### config.mk
export PLATFORM = sky130hd
export DESIGN_NAME = usb_rx_sequencer
export DESIGN_NICKNAME = d
export VERILOG_FILES = /design/src/rtl/usb_rx_sequencer.sv
export SDC_FILE = /design/constraint.sdc
export NUM_CORES = 1
export LEC_CHECK = 0
export CORE_MARGIN = 2
export CORE_UTILIZATION = 30
export DETAILED_ROUTE_END_ITERATION = 16
export PLACE_DENSITY = 0.44
export SLEW_MARGIN = 20
export SYNTH_ARGS = -nofsm -noshare
export SYNTH_HDL_FRONTEND = slang
export SYNTH_SLANG_ARGS = --single-unit
### constraint.sdc
create_clock -name clk -period 3.4 [get_ports clk]
set_clock_uncertainty 0.2 [all_clocks]
set_input_delay 0.68 -clock clk [delete_from_list [all_inputs] [get_ports clk]]
set_output_delay 0.68 -clock clk [all_outputs]
set_load 0.1 [all_outputs]
### src/rtl/usb_rx_sequencer.sv
// USB receive sequencer: checks SYNC/PID of the unstuffed bit stream,
// classifies the packet, gates the external CRC checkers, extracts token
// fields, streams payload bytes with the two CRC bytes held back, and
// issues one result per end-of-packet.
module usb_rx_sequencer #(
  parameter int MAX_DATA_BYTES = 8
) (
  input  logic                                  clk,
  input  logic                                  rst_b,
  input  logic                                  bstr,
  input  logic                                  bstr_avail,
  input  logic                                  bstr_done,
  output logic                                  crc_clr,
  output logic                                  crc5_en,
  output logic                                  crc16_en,
  input  logic                                  crc5_ok,
  input  logic                                  crc16_ok,
  output logic [3:0]                            pid,
  output logic [6:0]                            addr,
  output logic [3:0]                            endp,
  output logic [7:0]                            data_byte,
  output logic                                  data_vld,
  output logic [$clog2(MAX_DATA_BYTES+1)-1:0]   data_cnt,
  output logic                                  pkt_avail,
  output logic                                  pkt_valid,
  output logic [2:0]                            pkt_err
);

  localparam int DATA_BITS_MAX = (MAX_DATA_BYTES + 2) * 8;
  localparam int CNT_W         = $clog2(DATA_BITS_MAX + 2);
  localparam int DCNT_W        = $clog2(MAX_DATA_BYTES + 1);

  localparam logic [CNT_W-1:0]  ONE      = CNT_W'(1);
  localparam logic [CNT_W-1:0]  SEVEN    = CNT_W'(7);
  localparam logic [CNT_W-1:0]  ELEVEN   = CNT_W'(11);
  localparam logic [CNT_W-1:0]  SIXTEEN  = CNT_W'(16);
  localparam logic [CNT_W-1:0]  EMIT_MIN = CNT_W'(23);
  localparam logic [CNT_W-1:0]  DATA_LIM = CNT_W'(DATA_BITS_MAX);
  localparam logic [DCNT_W-1:0] DONE_INC = DCNT_W'(1);

  localparam logic [2:0] E_SYNC   = 3'd1;
  localparam logic [2:0] E_PIDCHK = 3'd2;
  localparam logic [2:0] E_PIDUNK = 3'd3;
  localparam logic [2:0] E_LEN    = 3'd4;
  localparam logic [2:0] E_CRC    = 3'd5;
  localparam logic [2:0] E_OVF    = 3'd6;

  typedef enum logic [2:0] {
    S_IDLE, S_SYNC, S_PID, S_TOKEN, S_DATA, S_HSHK, S_DRAIN, S_REPORT
  } state_t;

  state_t           state, state_n;
  logic [CNT_W-1:0] cnt, cnt_n;
  logic [2:0]       err, err_n;
  logic [7:0]       shreg;
  logic [7:0]       shift_in;
  logic [7:0]       byte_p0, byte_p1;
  logic             pid_load, tok_bit, byte_done;

  // The error code already recorded wins over any later one.
  function automatic logic [2:0] keep_first(input logic [2:0] cur, input logic [2:0] code);
    return (cur == 3'd0) ? code : cur;
  endfunction

  // Incoming bit merged into the LSB-first shift register.
  assign shift_in = {bstr, shreg[7:1]};

  // State, bit counter and running error code.
  always_ff @(posedge clk) begin
    if (rst_b) begin
      state <= S_IDLE;
      cnt   <= '0;
      err   <= 3'd0;
    end else begin
      state <= state_n;
      cnt   <= cnt_n;
      err   <= err_n;
    end
  end

  // Next state: consume the bit of this cycle first, then handle end-of-packet.
  always_comb begin
    state_n   = state;
    cnt_n     = cnt;
    err_n     = err;
    crc_clr   = 1'b0;
    crc5_en   = 1'b0;
    crc16_en  = 1'b0;
    pid_load  = 1'b0;
    tok_bit   = 1'b0;
    byte_done = 1'b0;
    pkt_avail = 1'b0;
    pkt_valid = 1'b0;
    if (!rst_b) begin
      case (state)
        S_IDLE: begin
          if (bstr_avail) begin
            cnt_n = ONE;
            if (bstr) begin
              err_n   = E_SYNC;
              state_n = S_DRAIN;
            end else begin
              err_n   = 3'd0;
              state_n = S_SYNC;
            end
          end
        end
        S_SYNC: begin
          if (bstr_avail) begin
            if (bstr != (cnt == SEVEN)) begin
              err_n   = keep_first(err, E_SYNC);
              state_n = S_DRAIN;
            end else if (cnt == SEVEN) begin
              cnt_n   = '0;
              state_n = S_PID;
            end else begin
              cnt_n = cnt + ONE;
            end
          end
        end
        S_PID: begin
          if (bstr_avail) begin
            if (cnt == SEVEN) begin
              crc_clr  = 1'b1;
              pid_load = 1'b1;
              cnt_n    = '0;
              if (shift_in[7:4] != ~shift_in[3:0]) begin
                err_n   = keep_first(err, E_PIDCHK);
                state_n = S_DRAIN;
              end else begin
                case (shift_in[3:0])
                  4'b0001, 4'b1001, 4'b1101: state_n = S_TOKEN;
                  4'b0011, 4'b1011:          state_n = S_DATA;
                  4'b0010, 4'b1010, 4'b1110: state_n = S_HSHK;
                  default: begin
                    err_n   = keep_first(err, E_PIDUNK);
                    state_n = S_DRAIN;
                  end
                endcase
              end
            end else begin
              cnt_n = cnt + ONE;
            end
          end
        end
        S_TOKEN: begin
          if (bstr_avail) begin
            if (cnt == SIXTEEN) begin
              err_n   = keep_first(err, E_LEN);
              state_n = S_DRAIN;
            end else begin
              crc5_en = 1'b1;
              tok_bit = 1'b1;
              cnt_n   = cnt + ONE;
            end
          end
        end
        S_DATA: begin
          if (bstr_avail) begin
            crc16_en = 1'b1;
            if (cnt == DATA_LIM) begin
              err_n   = keep_first(err, E_OVF);
              state_n = S_DRAIN;
            end else begin
              cnt_n     = cnt + ONE;
              byte_done = (cnt[2:0] == 3'd7);
            end
          end
        end
        S_HSHK: begin
          if (bstr_avail) begin
            err_n   = keep_first(err, E_LEN);
            state_n = S_DRAIN;
          end
        end
        S_DRAIN: ;
        S_REPORT: begin
          pkt_avail = 1'b1;
          pkt_valid = (err == 3'd0);
          state_n   = S_IDLE;
        end
        default: state_n = S_IDLE;
      endcase

      if (bstr_done && state_n != S_IDLE && state_n != S_REPORT) begin
        case (state_n)
          S_SYNC, S_PID: err_n = keep_first(err_n, E_LEN);
          S_TOKEN: begin
            if (cnt_n != SIXTEEN)  err_n = keep_first(err_n, E_LEN);
            else if (!crc5_ok)     err_n = keep_first(err_n, E_CRC);
          end
          S_DATA: begin
            if (cnt_n < SIXTEEN || cnt_n[2:0] != 3'd0) err_n = keep_first(err_n, E_LEN);
            else if (!crc16_ok)                        err_n = keep_first(err_n, E_CRC);
          end
          default: ;
        endcase
        state_n = S_REPORT;
      end
    end
  end

  // Shift register and two-deep byte delay that holds back the CRC bytes.
  always_ff @(posedge clk) begin
    if (bstr_avail) shreg <= shift_in;
    if (byte_done) begin
      byte_p1 <= byte_p0;
      byte_p0 <= shift_in;
    end
  end

  // Packet fields, payload output and latched result code.
  always_ff @(posedge clk) begin
    if (rst_b) begin
      pid       <= 4'd0;
      addr      <= 7'd0;
      endp      <= 4'd0;
      data_byte <= 8'd0;
      data_vld  <= 1'b0;
      data_cnt  <= '0;
      pkt_err   <= 3'd0;
    end else begin
      data_vld <= 1'b0;
      if (pid_load) begin
        pid      <= shift_in[3:0];
        addr     <= 7'd0;
        endp     <= 4'd0;
        data_cnt <= '0;
      end
      if (tok_bit) begin
        if (cnt < SEVEN)       addr[cnt[2:0]]        <= bstr;
        else if (cnt < ELEVEN) endp[cnt[1:0] + 2'd1] <= bstr;
      end
      if (byte_done && cnt >= EMIT_MIN) begin
        data_byte <= byte_p1;
        data_vld  <= 1'b1;
        data_cnt  <= data_cnt + DONE_INC;
      end
      if (state_n == S_REPORT) pkt_err <= err_n;
    end
  end

endmodule

# Yosys cells after proc, flatten, opt, wreduce, memory -nomap -nowiden
# Cells that the tools add are included.
dict set report totals {
  register_bits 68
  in_bits 7
  output_inout_bits 36
  word_cells 163
}
dict set report classes {
  n_addsub 3
  magnitude_cmp 8
  n_eq_ne 27
  n_mux 94
  n_bitwise 1
  reduce_logical 17
}
# op count
set ops {}
lappend ops {{two-way mux 3 bit} 41}
lappend ops {{two-way mux 7 bit} 14}
lappend ops {{one-hot mux 7 bit (5 select lines)} 1}
lappend ops {{two-way mux 4 bit} 7}
lappend ops {{two-way mux 1 bit} 23}
lappend ops {{one-hot mux 3 bit (7 select lines)} 1}
lappend ops {{equality test 4 bit, second input constant} 5}
lappend ops {{equality test 3 bit, second input constant} 6}
lappend ops {{one-hot mux 3 bit (3 select lines)} 2}
lappend ops {{one-hot mux 3 bit (6 select lines)} 1}
lappend ops {{equality test 3 x 2 -> 1 bit, second input constant} 4}
lappend ops {{logical NOT 3 bit} 3}
lappend ops {{equality test 4 x 2 -> 1 bit, second input constant} 2}
lappend ops {{OR reduction 8 bit} 1}
lappend ops {{adder 7 x 1 -> 7 bit, second input constant} 1}
lappend ops {{bitwise mux 7 bit} 1}
lappend ops {{equality test 7 x 3 -> 1 bit, second input constant} 1}
lappend ops {{equality test 7 x 5 -> 1 bit, second input constant} 1}
lappend ops {{equality test 7 bit, second input constant} 1}
lappend ops {{greater-or-equal comparator 7 x 5 -> 1 bit, second input constant} 1}
lappend ops {{less-than comparator 7 x 3 -> 1 bit, second input constant} 1}
lappend ops {{less-than comparator 7 x 4 -> 1 bit, second input constant} 1}
lappend ops {{less-than comparator 7 x 5 -> 1 bit, second input constant} 1}
lappend ops {{!= test 7 x 5 -> 1 bit, second input constant} 1}
lappend ops {{other kinds (21)} 29}

# Depth between registers and ports, before layout
dict set report logic_depth {
  word_depth 14
  mapped_depth 12
  ltp_nobuf 10
}

# Worst setup path before layout
# OpenSTA, ideal clock, no wires.
dict set report synth_timing {
  path_kind {reg-to-output}
  start {reg cnt[0]}
  end {out crc_clr}
  arrival_time_ps 4144
  t_required_ps 2520
  path_slack_ps -1624
  stages_incl_launch_ff 5
  n_path_buf 0
  cell_sequence {dfxtp_1 -> ha_1 -> and3b_2 -> nand2_4 -> nor4_1}
}
dict set report synth_between {
  elab_chain_len 5
}
# element line_no
set synth_rtl {}
lappend synth_rtl {{from (decl)} 53} ;# logic [CNT_W-1:0] cnt, cnt_n;
lappend synth_rtl {{from (signal assigned)} 76} ;# cnt <= cnt_n;
lappend synth_rtl {{equality test 7 x 3 -> 1 bit} 123} ;# if (cnt == SEVEN) begin
lappend synth_rtl {{two-way mux 1 bit} 123}
lappend synth_rtl {{two-way mux 1 bit} 122} ;# if (bstr_avail) begin
lappend synth_rtl {{two-way mux 1 bit} 95} ;# case (state)
lappend synth_rtl {{two-way mux 1 bit} 94} ;# if (!rst_b) begin
lappend synth_rtl {{to (decl)} 13} ;# output logic crc_clr,
# No other way between the ends.

# Final worst setup path
dict set report layout_timing {
  start {reg cnt[0]}
  end {reg pkt_err[2]}
}
dict set report layout_between {
  elab_chain_len 12
  elab_cells_between_ends 62
  cone_classes {add/sub: 1; order compare: 1; eq/ne: 11; mux: 42; reduce/logical: 7}
}
# element line_no
set layout_rtl {}
lappend layout_rtl {{parallel branches: the longest is 12 deep, another holds adder 7 x 1 -> 7 bit} n/a}
lappend layout_rtl {{to (signal assigned)} 239} ;# if (state_n == S_REPORT) pkt_err <= err_n;
lappend layout_rtl {{to (decl)} 26} ;# output logic [2:0] pkt_err
# Parallel ways; which one is timed is not known. The select of a mux whose other input is x is not followed.
# A chain may end at the register's enable or synchronous reset.

==> results.md <==
* Vias in the first global route at 3198
* Clock Tree Buf Depth at 2
* Filler cells at 1233
* P_int at 1.78 mW
* Vias/cell at 5.17
* FF+latch count, synth at 67
* Post-Route WL at 11200 um
* Final ANT Viol Nets at 0
* Nets at 502
* Sequential area share after synthesis at 0.420
* # DRC at 0
* Measured slew at the worst slew-check pin at 0.678 ns
* Leakage at 1.85 nW
* CP top delay family: compound AO/OA/AOI/OAI gates
* Most common cell after layout, fill and taps aside: buf_4
* Final hold vios at 0
* Tmin final at 3.15 ns
* GRT Util Overall at 0.175
* Register area at 1570 um2
* CP max-delay cell: and4bb_1
* CP max FO at 11
* Post-CTS setup buffers at 0
* Multi-input logic area at 2040 um2
* Setup TNS at 0 ns
* Final period utilization at 0.928
* Compound-Gate Fraction of Synth Area at 0.183
* Clock latency on the worst-skew pair at 0.34 ns
* Worst setup path endpoint: pkt_err[2]
* Worst EP arrival at 3.17 ns
* Met3 wire length at 457 um
* Antenna violations before repair at 0
* Initial Util at 0.309
* Synth Area in Simple Gates at 0.273
* Area of the core at 12100 um2
* Routability cong. at 0.883
* Crit path depth at 10
* Max-cap violations at 0
* Met2 WL at 5160 um
* Critical Path End Type: register
* First-pass GRT wire length at 17900 um
* Antenna cells at 0
* Largest family of logic cells by synthesized area: simple AND/OR/NAND/NOR gates
* CTS Buf Count at 9
* Synth top area share at 0.235
* Post-CTS sizing at 0
* Cell taking the most area after synthesis: dfxtp_1
* Crit-path max cell delay at 0.49 ns
* Non-filler instance count after layout at 661
* Hold-fix buffers, CTS at 0
* Synth-to-Final Area Change at 31.9%
* Yosys cell types at 73
* Adder-cell share of the synthesized area at 0.0234
* CP Class: register to register
* Proportion of synthesized area in mux cells at 0.0328
* Slew Viols, Final at 0
* Crit start category: register
* Root Buffer: clkbuf_16
* Placed insts at 645
* Routed WL per cell at 16.9 um
* Predominant post-synthesis flop cell: dfxtp_1
* Post-Syn Instances at 412
* RSZ-0062 raised after global routing: no
* Reg2reg end: pkt_err[2]
* Post-Syn Area at 3740 um2
* Top Layer Used: met4
* Port bufs at 42
* Number of top-level pins at 43
* M1 wire length at 5380 um
* Synth Area per Inst at 9.09 um2
* Die area at 13400 um2
* Detailed Routing Iterations Pass 1 at 5
* Crit path from: cnt[0]
* CP bufs+invs at 1
* Worst hold path class: register to register
* Worst reg-to-reg setup slack at 0.25 ns
* Commonest cells after routing, fill and taps aside: 79 x buf_4, 44 x dfxtp_1, 42 x nor2_1
* DP Wirelength at 8210 um
* Power Density at 533 nW/um2
* Data required time at the worst endpoint at 3.42 ns
* Via count at 3415
* Comb power frac at 0.260
* Reg power frac at 0.355
* R2R Path Start: cnt[0]
* Final Setup Violations at 0
* Post-synthesis net count at 426
* Sw power at 0.854 mW
* Status: finished, final reports clean
* Die span in x at 116 um
* # rows at 40
* EDFF count, synth at 23
* Reg2Reg Depth at 10
* Synth async-reset ratio at 0
* Total grt overflow at 0
* Synth Warn # at 0
* Max VDD drop at 308 uV
* H-tree levels at 3
* DRT iter0 DRCs at 338
* Xor/xnor share of the synthesized area at 0.0231
* Share of cells above drive strength 1 at 0.266
* Largest net degree at the start of global routing at 41
* DIE HEIGHT at 116 um
* CTS tree: done
* Relative slew slack at 0.547
* CP cell instances: inv_1 > ha_1 > and4bb_1 > nand3_1 > o211ai_1 > o311ai_0 > a31oi_1 > nor4bb_1 > o211a_1 > o31ai_2
* Area contributors post-synth: dfxtp_1 24%, edfxtp_1 18%, a21oi_1 4.4%
* Sink Count at 67
* Fmax at 0.317 GHz
* Switching part of the total at 0.324
* Reg clk slew, reported paths at 0.06 ns
* Clock power frac at 0.385
* Hold-critical path depth at 0
==> logic make-up after synthesis <==
kind of cell	Yosys count
muxes	12
AOI/OAI and AO/OA	97
DFF	67
xor gates and xnor gates	9
adders and majority gates	7
buffers and inverters	34
and+or+nand+nor	186
==> per-layer routing <==
layer | vias to the layer above | GRT usage
met2 | 77 | 0.268
met4 | 0 | 0.0524
met1 | 1654 | 0.244
li1 | 1672 | -
met3 | 12 | 0.0460
met5 | - | 0
==> Yosys cell counts, types with 5 or more instances <==
cell type / instances
buf_2: 12
nand2b_1: 10
nand4_1: 5
nand2_1: 38
ha_1: 7
dfxtp_1: 44
nand3b_1: 10
mux2i_1: 10
nor3b_1: 5
nor2_1: 43
a31oi_1: 10
a21oi_1: 33
and2_1: 8
o21ai_0: 11
inv_1: 8
edfxtp_1: 23
nor3_1: 7
clkbuf_1: 10
xnor2_1: 7
nand3_1: 26
==> worst min path at each step <==
| stage | endpoint | start |
|---|---|---|
| after detailed placement | byte_p1[7] | byte_p0[7] |
| final | byte_p1[4] | byte_p0[4] |
| after CTS | byte_p1[4] | byte_p0[4] |
| after floorplan | byte_p1[0] | byte_p0[0] |
| after global routing | byte_p1[4] | byte_p0[4] |
| after global placement | byte_p1[2] | byte_p0[2] |
==> flip-flops by register name, summed over array words and instances (netlist names), 7 cells and up <==
register and flops:
addr 7, byte_p1 8, shreg 7, byte_p0 8, cnt 7, data_byte 8
==> power by group through the flow <==
stage / logic (mW) / registers (mW) / clock network (mW)
floorplan: 0.431 / 0.949 / 0
global placement: 0.684 / 0.954 / 0
detailed placement: 0.679 / 0.949 / 0
CTS: 0.682 / 0.932 / 1.04
global route: 0.745 / 0.940 / 1.07
finish: 0.684 / 0.935 / 1.01
==> stage by stage <==
step	util	cell area (um2)	power [mW]	worst slack, ns	hold WS [ns]
floorplan	-	3770	1.38	0.0642	0.200
global placement	0.380	4610	1.64	-0.0345	0.204
detailed placement	0.380	4610	1.63	-0.0693	0.205
CTS	0.408	4940	2.65	0.289	0.217
global route	0.408	4940	2.76	0.0295	0.224
finish	0.408	4940	2.63	0.246	0.214
==> area by class of cell <==
| class | instances | share of cell area |
|---|---|---|
| inverters | 9 | 0.00684 |
| clock buffers | 11 | 0.0535 |
| clock inverters | 5 | 0.0132 |
| repair buffers | 90 | 0.153 |
| multi-input cells | 311 | 0.413 |
| well taps | 168 | 0.0426 |
| flip-flops and latches | 67 | 0.318 |
Note: power is estimated with default switching activity, not from simulation.
